## src/rtl/pulse_train_gen_if.sv

```systemverilog
// Burst request/config and generated waveform bundle for pulse_train_gen.
interface pulse_train_gen_if #(
    parameter int unsigned WIDTH = 8
);
    logic             start;
    logic             stop;
    logic [WIDTH-1:0] high_len;
    logic [WIDTH-1:0] low_len;
    logic [WIDTH-1:0] count;
    logic             signal;
    logic             busy;
    logic             done;

    // Controller side: issues requests and config, observes the waveform.
    modport master (
        output start, stop, high_len, low_len, count,
        input  signal, busy, done
    );

    // Generator side.
    modport slave (
        input  start, stop, high_len, low_len, count,
        output signal, busy, done
    );
endinterface

```

## src/rtl/pulse_train_gen.sv

```systemverilog
// Pulse-train transmitter: bursts of C pulses, H cycles high, L cycles low between.
module pulse_train_gen #(
    parameter int unsigned WIDTH = 8
) (
    input  logic             clk,
    input  logic             rst,
    pulse_train_gen_if.slave bus
);
    typedef enum logic [1:0] {
        S_IDLE = 2'd0,
        S_HIGH = 2'd1,
        S_LOW  = 2'd2
    } state_e;

    state_e           state_q, state_d;
    logic [WIDTH-1:0] phase_q, phase_d;    // cycles spent in current phase, 1-based
    logic [WIDTH-1:0] remain_q, remain_d;  // pulses still to issue after the current one
    logic [WIDTH-1:0] h_q, h_d;
    logic [WIDTH-1:0] l_q, l_d;
    logic             signal_q, signal_d;
    logic             busy_q, busy_d;
    logic             done_q, done_d;

    assign bus.signal = signal_q;
    assign bus.busy   = busy_q;
    assign bus.done   = done_q;

    // State and output registers with synchronous reset.
    always_ff @(posedge clk) begin
        if (rst) begin
            state_q  <= S_IDLE;
            phase_q  <= '0;
            remain_q <= '0;
            h_q      <= '0;
            l_q      <= '0;
            signal_q <= 1'b0;
            busy_q   <= 1'b0;
            done_q   <= 1'b0;
        end else begin
            state_q  <= state_d;
            phase_q  <= phase_d;
            remain_q <= remain_d;
            h_q      <= h_d;
            l_q      <= l_d;
            signal_q <= signal_d;
            busy_q   <= busy_d;
            done_q   <= done_d;
        end
    end

    // Next-state and next-output logic.
    always_comb begin
        state_d  = state_q;
        phase_d  = phase_q;
        remain_d = remain_q;
        h_d      = h_q;
        l_d      = l_q;
        signal_d = signal_q;
        busy_d   = busy_q;
        done_d   = 1'b0;

        unique case (state_q)
            S_IDLE: begin
                signal_d = 1'b0;
                busy_d   = 1'b0;
                if (bus.start && !bus.stop && (bus.count != '0)) begin
                    // Zero lengths are clamped so every pulse and gap is visible.
                    h_d      = (bus.high_len == '0) ? WIDTH'(1) : bus.high_len;
                    l_d      = (bus.low_len == '0) ? WIDTH'(1) : bus.low_len;
                    remain_d = bus.count - WIDTH'(1);
                    phase_d  = WIDTH'(1);
                    state_d  = S_HIGH;
                    signal_d = 1'b1;
                    busy_d   = 1'b1;
                end
            end
            S_HIGH: begin
                if (bus.stop) begin
                    state_d  = S_IDLE;
                    signal_d = 1'b0;
                    busy_d   = 1'b0;
                end else if (phase_q == h_q) begin
                    signal_d = 1'b0;
                    phase_d  = WIDTH'(1);
                    if (remain_q == '0) begin
                        state_d = S_IDLE;
                        busy_d  = 1'b0;
                        done_d  = 1'b1;
                    end else begin
                        state_d = S_LOW;
                    end
                end else begin
                    phase_d = phase_q + WIDTH'(1);
                end
            end
            S_LOW: begin
                if (bus.stop) begin
                    state_d  = S_IDLE;
                    signal_d = 1'b0;
                    busy_d   = 1'b0;
                end else if (phase_q == l_q) begin
                    state_d  = S_HIGH;
                    signal_d = 1'b1;
                    phase_d  = WIDTH'(1);
                    remain_d = remain_q - WIDTH'(1);
                end else begin
                    phase_d = phase_q + WIDTH'(1);
                end
            end
            default: begin
                state_d  = S_IDLE;
                signal_d = 1'b0;
                busy_d   = 1'b0;
            end
        endcase
    end
endmodule

```

## src/flat_wrapper.sv

```systemverilog
// flat-port wrapper written by rule: the top's interface ports become plain ports
module pulse_train_gen_flat 
#(
    parameter int unsigned WIDTH = 8
)
  (clk, rst, bus_start, bus_stop, bus_high_len, bus_low_len, bus_count, bus_signal, bus_busy, bus_done);
  pulse_train_gen_if #(.WIDTH(WIDTH)) bus_i ();
  input  logic clk;
  input  logic rst;
  input wire logic [$bits(bus_i.start)-1:0] bus_start;
  input wire logic [$bits(bus_i.stop)-1:0] bus_stop;
  input wire logic [$bits(bus_i.high_len)-1:0] bus_high_len;
  input wire logic [$bits(bus_i.low_len)-1:0] bus_low_len;
  input wire logic [$bits(bus_i.count)-1:0] bus_count;
  output wire logic [$bits(bus_i.signal)-1:0] bus_signal;
  output wire logic [$bits(bus_i.busy)-1:0] bus_busy;
  output wire logic [$bits(bus_i.done)-1:0] bus_done;
  assign bus_i.start = bus_start;
  assign bus_i.stop = bus_stop;
  assign bus_i.high_len = bus_high_len;
  assign bus_i.low_len = bus_low_len;
  assign bus_i.count = bus_count;
  assign bus_signal = bus_i.signal;
  assign bus_busy = bus_i.busy;
  assign bus_done = bus_i.done;
  pulse_train_gen #(.WIDTH(WIDTH)) u_core (.clk(clk), .rst(rst), .bus(bus_i));
endmodule
```

## config.mk

```make
export PLATFORM = sky130hd
export DESIGN_NAME = pulse_train_gen_flat
export DESIGN_NICKNAME = d
export VERILOG_FILES = /design/src/rtl/pulse_train_gen_if.sv /design/src/rtl/pulse_train_gen.sv /design/src/flat_wrapper.sv
export SDC_FILE = /design/constraint.sdc
export NUM_CORES = 1
export LEC_CHECK = 0
export ABC_AREA = 1
export CAP_MARGIN = 20
export CORE_AREA = 2 2 85 87
export CTS_BUF_LIST = sky130_fd_sc_hd__clkbuf_16
export CTS_CLUSTER_SIZE = 8
export DETAILED_ROUTE_END_ITERATION = 8
export DIE_AREA = 0 0 87 89
export PLACE_DENSITY = 0.58
export SLEW_MARGIN = 0
export SYNTH_ARGS = -nofsm -noshare
export SYNTH_HDL_FRONTEND = slang
export SYNTH_SLANG_ARGS = --single-unit
```

## constraint.sdc

```tcl
create_clock -name clk -period 2.25 [get_ports clk]
set_clock_uncertainty 0.05 [all_clocks]
set_input_delay 0.45 -clock clk [delete_from_list [all_inputs] [get_ports clk]]
set_output_delay 0.45 -clock clk [all_outputs]
set_load 0.005 [all_outputs]
```

==> results.sh <==
export IMPL_drv_slew=0
export IMPL_grt_busiest_layer="met2"
export IMPL_grt_max_degree=21
export IMPL_design_area_um2=2860
export IMPL_netlist_top_cells_area="dfxtp_1 (32%), nand2_1 (19%), nor2_1 (8.0%), inv_1 (7.1%), a21oi_1 (5.8%)"
export IMPL_wirelength_um=5640
export IMPL_ir_drop_mv=0.352
export IMPL_end_kind="register"
export IMPL_path_clk_slew_ns=0.06
export IMPL_root_buffer="clkbuf_16"
export IMPL_n_fill_cell=736
export IMPL_utilization_pct=42.6
export IMPL_period_needed_ns=2.02
export IMPL_hp_class="register to register"
export IMPL_placed_area_um2=2720
export IMPL_setup_viol=0
export IMPL_die_area_um2=7740
export IMPL_postCtsHoldBufs=0
export IMPL_switchingPower_mw=1.49
export IMPL_crit_arrival_ns=2.15
export IMPL_maxCapViolations=0
export IMPL_layout_nets=441
export IMPL_drc=0
export IMPL_fmax_mhz=494
export IMPL_cts_resized=0
export IMPL_cp_start_kind="register"
export IMPL_pwr_share_clk_pct=20.4
export IMPL_synth_area_um2=2340
export IMPL_ys_async_sr_fraction_pct=0
export IMPL_worst_path_most_repeated_cell="nand2_1"
export IMPL_clk_latency_ns=0.28
export IMPL_synth_main_ff_cell="dfxtp_1"
export IMPL_synthToLayoutAreaGrowth_pct=22.4
export IMPL_synth_cells=373
export IMPL_final_common_cell="nand2_1"
export IMPL_cellLeakagePower_nw=1.29
export IMPL_hold_violations=0
export IMPL_antenna_left=0
export IMPL_overflow=0
export IMPL_tightest_slew_ns=0.412
export IMPL_yosysTopAreaCell="dfxtp_1"
export IMPL_ys_seq_area_share_pct=31.7
export IMPL_start_util_pct=34.8
export IMPL_cts_tree="built"
export IMPL_p_sw_share_pct=43.9
export IMPL_met1_usage_pct=21.2
export IMPL_die_h_um=89
export IMPL_core_um2=6720
export IMPL_die_w_um=87
export IMPL_crit_required_ns=2.38
export IMPL_rsz0062_at_grt="no"
export IMPL_rows=30
export IMPL_vias=2292
export IMPL_clockBufferDepth=2
export IMPL_yosysWarnings=0
export IMPL_cts_sinks=37
export IMPL_post_cts_setup_buffers=0
export IMPL_mostFrequentLayoutCells="nand2_1 (118), nor2_1 (50), inv_1 (44)"
export IMPL_power_frac_comb_pct=50.8
export IMPL_synth_edf_count=0
export IMPL_drt_pass1_iter_count=4
export IMPL_ios=31
export IMPL_cts_buffers=5
export IMPL_drt_vias_per_instance=4.70
export IMPL_crit_type="register to register"
export IMPL_p_seq_share_pct=28.9
export IMPL_slew_headroom_pct=72.3
export IMPL_critical_path_max_stage_delay_ns=0.36
export IMPL_internal_power_mw=1.90
export IMPL_ys_ff_latch=37
export IMPL_cp_slowest_cell="dfxtp_1"
export IMPL_finalPower_mw=3.38
export IMPL_status="complete, no violations"
export IMPL_drt_wirelength_per_cell_um=11.6
export IMPL_syn_num_nets=407
export IMPL_drive_gt1_share_pct=7.35
export IMPL_htree_levels=2
export IMPL_num_antenna_cells=0
export IMPL_track_usage_pct=15.9
export IMPL_io_buffers=30
export IMPL_setup_tns_final_ns=0
export IMPL_dp_hpwl_um=4330
export IMPL_power_density_nw_per_um2=1180
export IMPL_setup_slack_ns=0.226
export IMPL_fin_crit_sh_pct=90.0
export IMPL_gp_congestion=0.855
export IMPL_grtUsageMet3_pct=3.42
export IMPL_place_ws_ns=0.0888
export IMPL_antenna_found_initial=0
export IMPL_avgSynthCellArea_um2=6.27
export IMPL_path_max_fanout=9
export IMPL_grt_pass1_wl_um=9650
export IMPL_drt_iter0_markers=131
export IMPL_synth_cell_types=29
export IMPL_yosysTopAreaCellShare_pct=31.7
export IMPL_met2_usage_pct=25.6
export IMPL_grt_pass1_vias=2137
export IMPL_cp_cell_sequence="inv_1 > ha_1 > inv_2 > nand2_1 > and2_1 > ha_1 > nand2_1 > xor2_1 > nand2_1 > nand2_1 > nor2_1"
==> power groups by stage <==
stage | Combinational, mW | Sequential, mW | Clock, mW
2_1_floorplan | 1.39 | 0.935 | 0
3_3_place_gp | 1.71 | 0.994 | 0
3_5_place_dp | 1.71 | 0.996 | 0
4_1_cts | 1.73 | 0.980 | 0.706
5_1_grt | 1.99 | 1.01 | 0.723
6_report | 1.72 | 0.977 | 0.690
==> registers in the layout, summed over array words and instances, names as in the netlist <==
name,count
u_core.bus.signal,1
u_core.l_q,8
u_core.remain_q,8
u_core.bus.busy,1
u_core.phase_q,8
u_core.state_q,2
u_core.bus.done,1
u_core.h_q,8
==> Yosys cell counts, types with 2 or more instances <==
cell	instances
o21ai_1	2
clkbuf_1	5
nor2_2	4
xor2_1	4
nor4_1	3
inv_1	44
nor2_1	50
nor3_1	5
nand4_1	4
ha_1	6
nand2_2	2
nand3_1	16
xnor2_2	2
a21oi_1	27
xnor2_1	7
inv_2	2
nand2_1	118
dfxtp_1	37
o21ai_0	20
nand3_2	2
buf_6	5
==> layer usage <==
layer | up-vias | share of wire [%]
met4 | 0 | 0.99
met1 | 1014 | 50
met3 | 7 | 3.4
li1 | 1238 | -
met5 | - | 0
met2 | 33 | 46
==> critical path, delay by kind of cell, from the launching register on <==
kind          cells  cell delay, ns
buf+inv           2            0.30
flops             1            0.36
simple gates      6            0.50
xor+xnor          1            0.15
fa+ha+maj         2            0.57
==> cells by family (layout without fill, tap and decap cells) <==
logic type	Yosys count	count (layout)	synth area share (%)
buffers and inverters	59	94	11.3
and+or+nand+nor	205	205	36.1
DFF	37	37	31.7
xor gates and xnor gates	13	13	5.51
AOI/OAI and AO/OA	53	53	12.2
adders and majority gates	6	6	3.21
==> per-stage QoR <==
step | instances | hold slack, ns
global placement | 480 | 0.408
floorplan | 373 | 0.394
CTS | 488 | 0.421
global route | 488 | 0.440
finish | 488 | 0.418
detailed placement | 480 | 0.413
==> path summary, 6_finish.rpt <==
kind                           from            endpoint  slack, ns  cells past startpoint
setup reg to reg  u_core.state_q[0]  u_core.remain_q[4]       0.23                     11
hold / removal        u_core.h_q[4]       u_core.h_q[4]       0.42                      2
setup / recovery  u_core.state_q[0]  u_core.remain_q[4]       0.23                     11
hold reg to reg       u_core.h_q[4]       u_core.h_q[4]       0.42                      2
==> layout make-up <==
class / instances / area (µm²) / share of cell area [%]
clock buffer: 5 / 125 / 4.37
multi-input combinational: 277 / 1330 / 46.6
clock inverter: 3 / 17.5 / 0.612
inverter: 47 / 176 / 6.17
sequential: 37 / 741 / 25.9
tap: 80 / 100 / 3.50
timing repair buffer: 39 / 368 / 12.9
No activity file was read; power rests on OpenSTA's default activity.
